==> src/rtl/riscv_wb.sv <==
// riscv_wb: write-back stage with zero-latency load completion and a
// one-entry buffer for data responses that arrive ahead of their load.
module riscv_wb #(
   parameter int              XLEN    = 32,
   parameter logic [XLEN-1:0] PC_INIT = 'h200
) (
   input  logic            clk_i,
   input  logic            rst_i,
   input  logic            wb_stall_i,
   output logic            wb_stall_o,
   input  logic [XLEN-1:0] wb_pc_i,
   output logic [XLEN-1:0] wb_pc_o,
   input  logic [31:0]     wb_instr_i,
   input  logic            wb_bubble_i,
   input  logic            wb_exception_i,
   input  logic [XLEN-1:0] wb_r_i,
   input  logic [XLEN-1:0] wb_memadr_i,
   input  logic            dmem_ack_i,
   input  logic            dmem_err_i,
   input  logic [XLEN-1:0] dmem_q_i,
   output logic [4:0]      rf_dst_o,
   output logic            rf_we_o,
   output logic [XLEN-1:0] rf_data_o,
   output logic            wb_exception_o,
   output logic [XLEN-1:0] wb_badaddr_o
);

   localparam int         OW      = $clog2(XLEN/8);
   localparam logic [6:0] OP_LOAD = 7'b0000011;

   typedef enum logic {IDLE, LWAIT} state_t;

   state_t          state_q, state_d;
   logic            valid_q, valid_d;
   logic [6:0]      opc_q;
   logic [2:0]      f3_q;
   logic [4:0]      rd_q;
   logic [XLEN-1:0] pc_q, r_q, adr_q;
   logic            ev_q, ev_d, eerr_q, eerr_d;
   logic [XLEN-1:0] edata_q, edata_d;
   logic            live, held_ld, avail, cap, go, consume;
   logic            new_valid, new_ld, resp_err;
   logic [XLEN-1:0] resp_q, shifted, ld_data;
   logic            unused_ok;

   assign live      = dmem_ack_i | dmem_err_i;
   assign held_ld   = valid_q && (opc_q == OP_LOAD);
   assign avail     = live | ev_q;
   assign new_valid = !wb_bubble_i && !wb_exception_i;
   assign new_ld    = wb_instr_i[6:0] == OP_LOAD;

   assign wb_stall_o = (state_q == LWAIT) && !live;
   assign cap        = !wb_stall_i && !wb_stall_o;
   assign go         = valid_q && !wb_stall_i && (!held_ld || avail);
   assign consume    = go && held_ld;

   // Buffered response is older than a live one, so it is used first.
   assign resp_err = ev_q ? eerr_q : dmem_err_i;
   assign resp_q   = ev_q ? edata_q : dmem_q_i;
   assign shifted  = resp_q >> {adr_q[OW-1:0], 3'b000};

   always_comb begin
      ld_data = shifted;
      unique case (f3_q)
         3'b000:  ld_data = XLEN'($signed(shifted[7:0]));
         3'b001:  ld_data = XLEN'($signed(shifted[15:0]));
         3'b010:  ld_data = XLEN'($signed(shifted[31:0]));
         3'b100:  ld_data = XLEN'(shifted[7:0]);
         3'b101:  ld_data = XLEN'(shifted[15:0]);
         3'b110:  ld_data = XLEN'(shifted[31:0]);
         default: ld_data = shifted;
      endcase
   end

   assign rf_we_o        = go && (rd_q != 5'd0) && !(held_ld && resp_err);
   assign wb_exception_o = consume && resp_err;
   assign rf_dst_o       = rd_q;
   assign rf_data_o      = held_ld ? ld_data : r_q;
   assign wb_badaddr_o   = adr_q;
   assign wb_pc_o        = pc_q;
   assign unused_ok      = ^wb_instr_i[31:15];

   always_comb begin
      ev_d    = ev_q;
      eerr_d  = eerr_q;
      edata_d = edata_q;
      if (consume && ev_q) begin
         ev_d    = live;
         eerr_d  = dmem_err_i;
         edata_d = dmem_q_i;
      end else if (!consume && live && !ev_q) begin
         ev_d    = 1'b1;
         eerr_d  = dmem_err_i;
         edata_d = dmem_q_i;
      end
   end

   always_comb begin
      valid_d = valid_q;
      if (cap)
         valid_d = new_valid;
      else if (go)
         valid_d = 1'b0;
   end

   always_comb begin
      state_d = state_q;
      unique case (state_q)
         IDLE:
            if (cap && new_valid && new_ld && !ev_d)
               state_d = LWAIT;
         LWAIT:
            if (live)
               state_d = (cap && new_valid && new_ld && !ev_d) ? LWAIT : IDLE;
         default: state_d = IDLE;
      endcase
   end

   always_ff @(posedge clk_i or posedge rst_i) begin
      if (rst_i) begin
         state_q <= IDLE;
         valid_q <= 1'b0;
         ev_q    <= 1'b0;
         pc_q    <= PC_INIT;
      end else begin
         state_q <= state_d;
         valid_q <= valid_d;
         ev_q    <= ev_d;
         if (cap)
            pc_q <= wb_pc_i;
      end
   end

   always_ff @(posedge clk_i) begin
      eerr_q  <= eerr_d;
      edata_q <= edata_d;
      if (cap) begin
         opc_q <= wb_instr_i[6:0];
         f3_q  <= wb_instr_i[14:12];
         rd_q  <= wb_instr_i[11:7];
         r_q   <= wb_r_i;
         adr_q <= wb_memadr_i;
      end
   end

endmodule

==> config.mk <==
export PLATFORM = sky130hd
export DESIGN_NAME = riscv_wb
export DESIGN_NICKNAME = d
export VERILOG_FILES = /design/src/rtl/riscv_wb.sv
export SDC_FILE = /design/constraint.sdc
export NUM_CORES = 1
export LEC_CHECK = 0
export CAP_MARGIN = 5
export CORE_ASPECT_RATIO = 0.7
export CORE_MARGIN = 2
export CORE_UTILIZATION = 43
export CTS_CLUSTER_DIAMETER = 200
export DETAILED_ROUTE_END_ITERATION = 12
export PLACE_DENSITY_LB_ADDON = 0.3
export SLEW_MARGIN = 10
export SYNTH_ARGS = -nofsm -noshare
export SYNTH_HDL_FRONTEND = slang
export SYNTH_SLANG_ARGS = --single-unit
export TNS_END_PERCENT = 50
==> constraint.sdc <==
create_clock -name clk_i -period 4.4 [get_ports clk_i]
set_input_delay 0.88 -clock clk_i [delete_from_list [all_inputs] [get_ports clk_i]]
set_output_delay 0.88 -clock clk_i [all_outputs]
set_load 0.02 [all_outputs]
==> flow_summary_export.csv <==
group,metric,value,unit
sta,skew,0.00682,ns
floorplan,num_rows,37,
sta,drv_slew,0,
synthesis,yosysWarningCount,0,
synthesis,ys_ff_latch,147,
worst_setup_path,worstPathArrival,3.23,ns
global_route,grt_pass1_wl,25.5,mm
sta,setup_violations,0,
sta,slew_headroom,46.3,%
final_layout,syn_to_final_growth,51.5,%
global_route,grt_pass1_vias,4595,
sta,worst_pin_slew,0.803,ns
cts,clkLatencyLatePin,0.42,ns
cts,cts.reportedPaths.clkPinSlew,0.06,ns
synthesis,syn_area_per_cell,16.2,sq um
route,drt_iter0_drc,234,
synthesis,synthCells,391,
route,ant_nets,0,
route,drt_pre_antenna_iters,4,
cts,cts_resized,0,
worst_setup_path,path_class,"in -> out",
pwr,peakVddDrop,0.000280,V
cts,ctsRootBufferMaster,"clkbuf_16",
status,outcome,"finished, final reports clean",
worst_setup_path,end_kind,"output port",
global_route,grtUsageTotal,21.5,%
floorplan,start_util,43.6,%
global_route,overflow,0,
placed_design,dpl.hpwl,12.0,mm
floorplan,chipHeight,106,um
synthesis,synthArstFlopShare,23.8,%
synthesis,synth-edff-count,112,
synthesis,yosysTopAreaCell,"edfxtp_1",
worst_hold_path,hold_path.class,"reg -> reg",
route,routed_wl,16.4,mm
sta,hold_viol,0,
sta,final.setup.tns,0,ns
floorplan,design.die.area,0.0158,sq mm
cts,ctsHtreeMaxLevel,4,
floorplan,core_area,0.0146,sq mm
synthesis,synthTopCellsByArea,"edfxtp_1 53%, dfrtp_1 13%, mux4_2 5.7%, mux2_2 5.1%, mux2i_1 4.9%",
worst_setup_path,crit_top_cell,"clkdlybuf4s50_1",
final_layout,nets,816,
pwr,p_leak,0.00358,uW
sta,rsz0062_at_grt,"no",
cts,cts_tree,"built",
sta,layout_worst_path_cycle_share,93.4,%
sta,fin_crit,4.11,ns
synthesis,synth_ff_type,"edfxtp_1",
final_layout,n_antenna_cell,0,
worst_setup_path,required,3.52,ns
placed_design,placed_cells,825,
placed_design,port_buffers,253,
sta,max_freq,243,MHz
floorplan,fp.dieW,149,um
synthesis,synth_top_area_share,53.0,%
final_layout,utilization,66.0,%
route,drc_errors,0,
final_layout,final_cells,857,
route,vias,4472,
placed_design,routabilityCongestion,0.803,
worst_setup_path,startpoint_type,"input pin",
global_route,antenna_found_initial,0,
run,drv_cap,0,
synthesis,seq_area_frac_synth,66.8,%
cts,post_cts_buffers,0,
route,viasPerCell,5.22,
worst_setup_path,cp_max_fo,16,
worst_setup_path,path_cells,"clkdlybuf4s50_1, mux2i_1, nor3_2, o311ai_4, a41oi_1, clkdlybuf4s50_1",
worst_setup_path,critPathMaxStageDelay,0.77,ns
synthesis,synth.lib_cells_used.distinct,47,
synthesis,synth_nets,558,
final_layout,drive_gt1_share,16.2,%
synthesis,syn_area,0.00635,sq mm
pwr,power.density,376,mW/mm^2
route,wl_per_cell,19.2,um
floorplan,ios,271,
global_route,grt_max_degree,62,
cts,cts_buffer_depth,2,
worst_setup_path,cpMaxStageDelayCell,"o311ai_4",
cts,cts_made_buffers,17,
cts,clock-sinks,147,
cts,ctsHoldBuffers,0,
==> power breakdown <==
part	internal [uW]	switching, uW	total, uW
Sequential	1590	41.0	1640
Clock	835	568	1400
Combinational	326	257	583
==> worst max-delay path: cells and delay by family <==
kind	cells	cell delay, ns
compound gates	2	1.01
buf+inv	2	1.07
simple gates	1	0.08
mux	1	0.18
==> stage by stage <==
stage                     hold WS (ns)  total power (uW)  area [sq um]  setup WS (ns)
after floorplan                  0.491              1900          6350           1.02
after global placement           0.482              2230          9030          0.339
after detailed placement         0.483              2250          9030          0.311
after CTS                        0.500              3650          9620          0.294
after global routing             0.524              3750          9620          0.178
final                            0.494              3620          9620          0.290
==> path summary, 6_finish.rpt <==
kind	start	to	slack [ns]	depth (start not counted)
worst max-delay path	dmem_q_i[15]	rf_data_o[31]	0.29	6
worst min-delay path	wb_pc_o[8]	wb_pc_o[8]	0.49	1
worst max register to register	ev_q	edata_q[6]	2.00	3
worst min register to register	wb_pc_o[8]	wb_pc_o[8]	0.49	1
max in group asynchronous	rst_i	wb_pc_o[9]	3.16	3
min in group asynchronous	rst_i	wb_pc_o[15]	0.60	2
==> layer usage <==
metal | up-vias | part of all wire [%] | track usage [%] | routed length (um)
met3 | 22 | 6.7 | 6.02 | 1100
met1 | 2239 | 44 | 28.8 | 7150
met5 | - | 0 | 0 | 0
met4 | 0 | 1.7 | 7.35 | 272
met2 | 173 | 48 | 33.7 | 7910
li1 | 2038 | - | - | -
==> state kept, by name (all words and copies together) (netlist names) <==
register      count
eerr_q            1
wb_pc_o          32
f3_q              3
state_q           1
valid_q           1
wb_badaddr_o     32
r_q              32
opc_q             7
rf_dst_o          5
ev_q              1
edata_q          32
==> cell usage after synthesis (2+ instances only) <==
cell type,instances
buf_6,10
nand4_2,2
a22oi_1,2
mux4_2,16
edfxtp_1,112
a41oi_1,16
inv_1,3
mux2_4,4
or3b_1,2
a31oi_1,8
nand2b_1,8
nor3_1,2
nand4_1,2
a2bb2oi_1,5
o21ai_0,3
nor2_1,41
clkbuf_1,2
buf_2,7
mux2i_1,31
dfrtp_1,34
buf_4,4
nor2b_1,4
a21oi_1,10
nand2_1,12
mux2_2,29
==> placed cells by master (no fill, tap or decap), types with 2 or more instances in the layout <==
cell             synthesis  layout
nand2b_1                 8       8
a31oi_1                  8       8
nor2_1                  41      41
clkbuf_16                0      19
nand4_2                  2       2
clkinvlp_4               0       2
inv_6                    0       2
nor3_1                   2       2
a2bb2oi_1                5       5
mux2_4                   4       4
mux2_2                  29      29
nand2_1                 12      12
buf_4                    4       9
a41oi_1                 16      16
clkbuf_8                 0       2
mux4_2                  16      16
a22oi_1                  2       2
dfrtp_1                 34      33
clkbuf_4                 0       2
mux2i_1                 31      30
clkinv_2                 0       2
edfxtp_1               112     112
clkdlybuf4s50_1          0     253
clkinv_4                 0       2
nor2b_1                  4       4
nand4_1                  2       2
a21oi_1                 10      10
o21ai_0                  3       3
or3b_1                   2       2
inv_1                    3       3
==> cell families after synthesis <==
kind of cell	after synthesis	share of synthesized area [%]
adders and majority gates	1	0.177
AOI/OAI and AO/OA	49	5.99
DFF	147	66.8
buffers and inverters	28	3.39
muxes	81	16.8
and+or+nand+nor	85	6.86
==> cell type report <==
type	count	area (sq um)
well taps	195	244
clock inverters	9	66.3
repair buffers	263	2620
multi-input cells	216	1910
fillers	1053	4960
clock buffers	23	518
flip-flops and latches	147	4240
inverters	4	15.0
No activity file was read; power rests on OpenSTA's default activity.
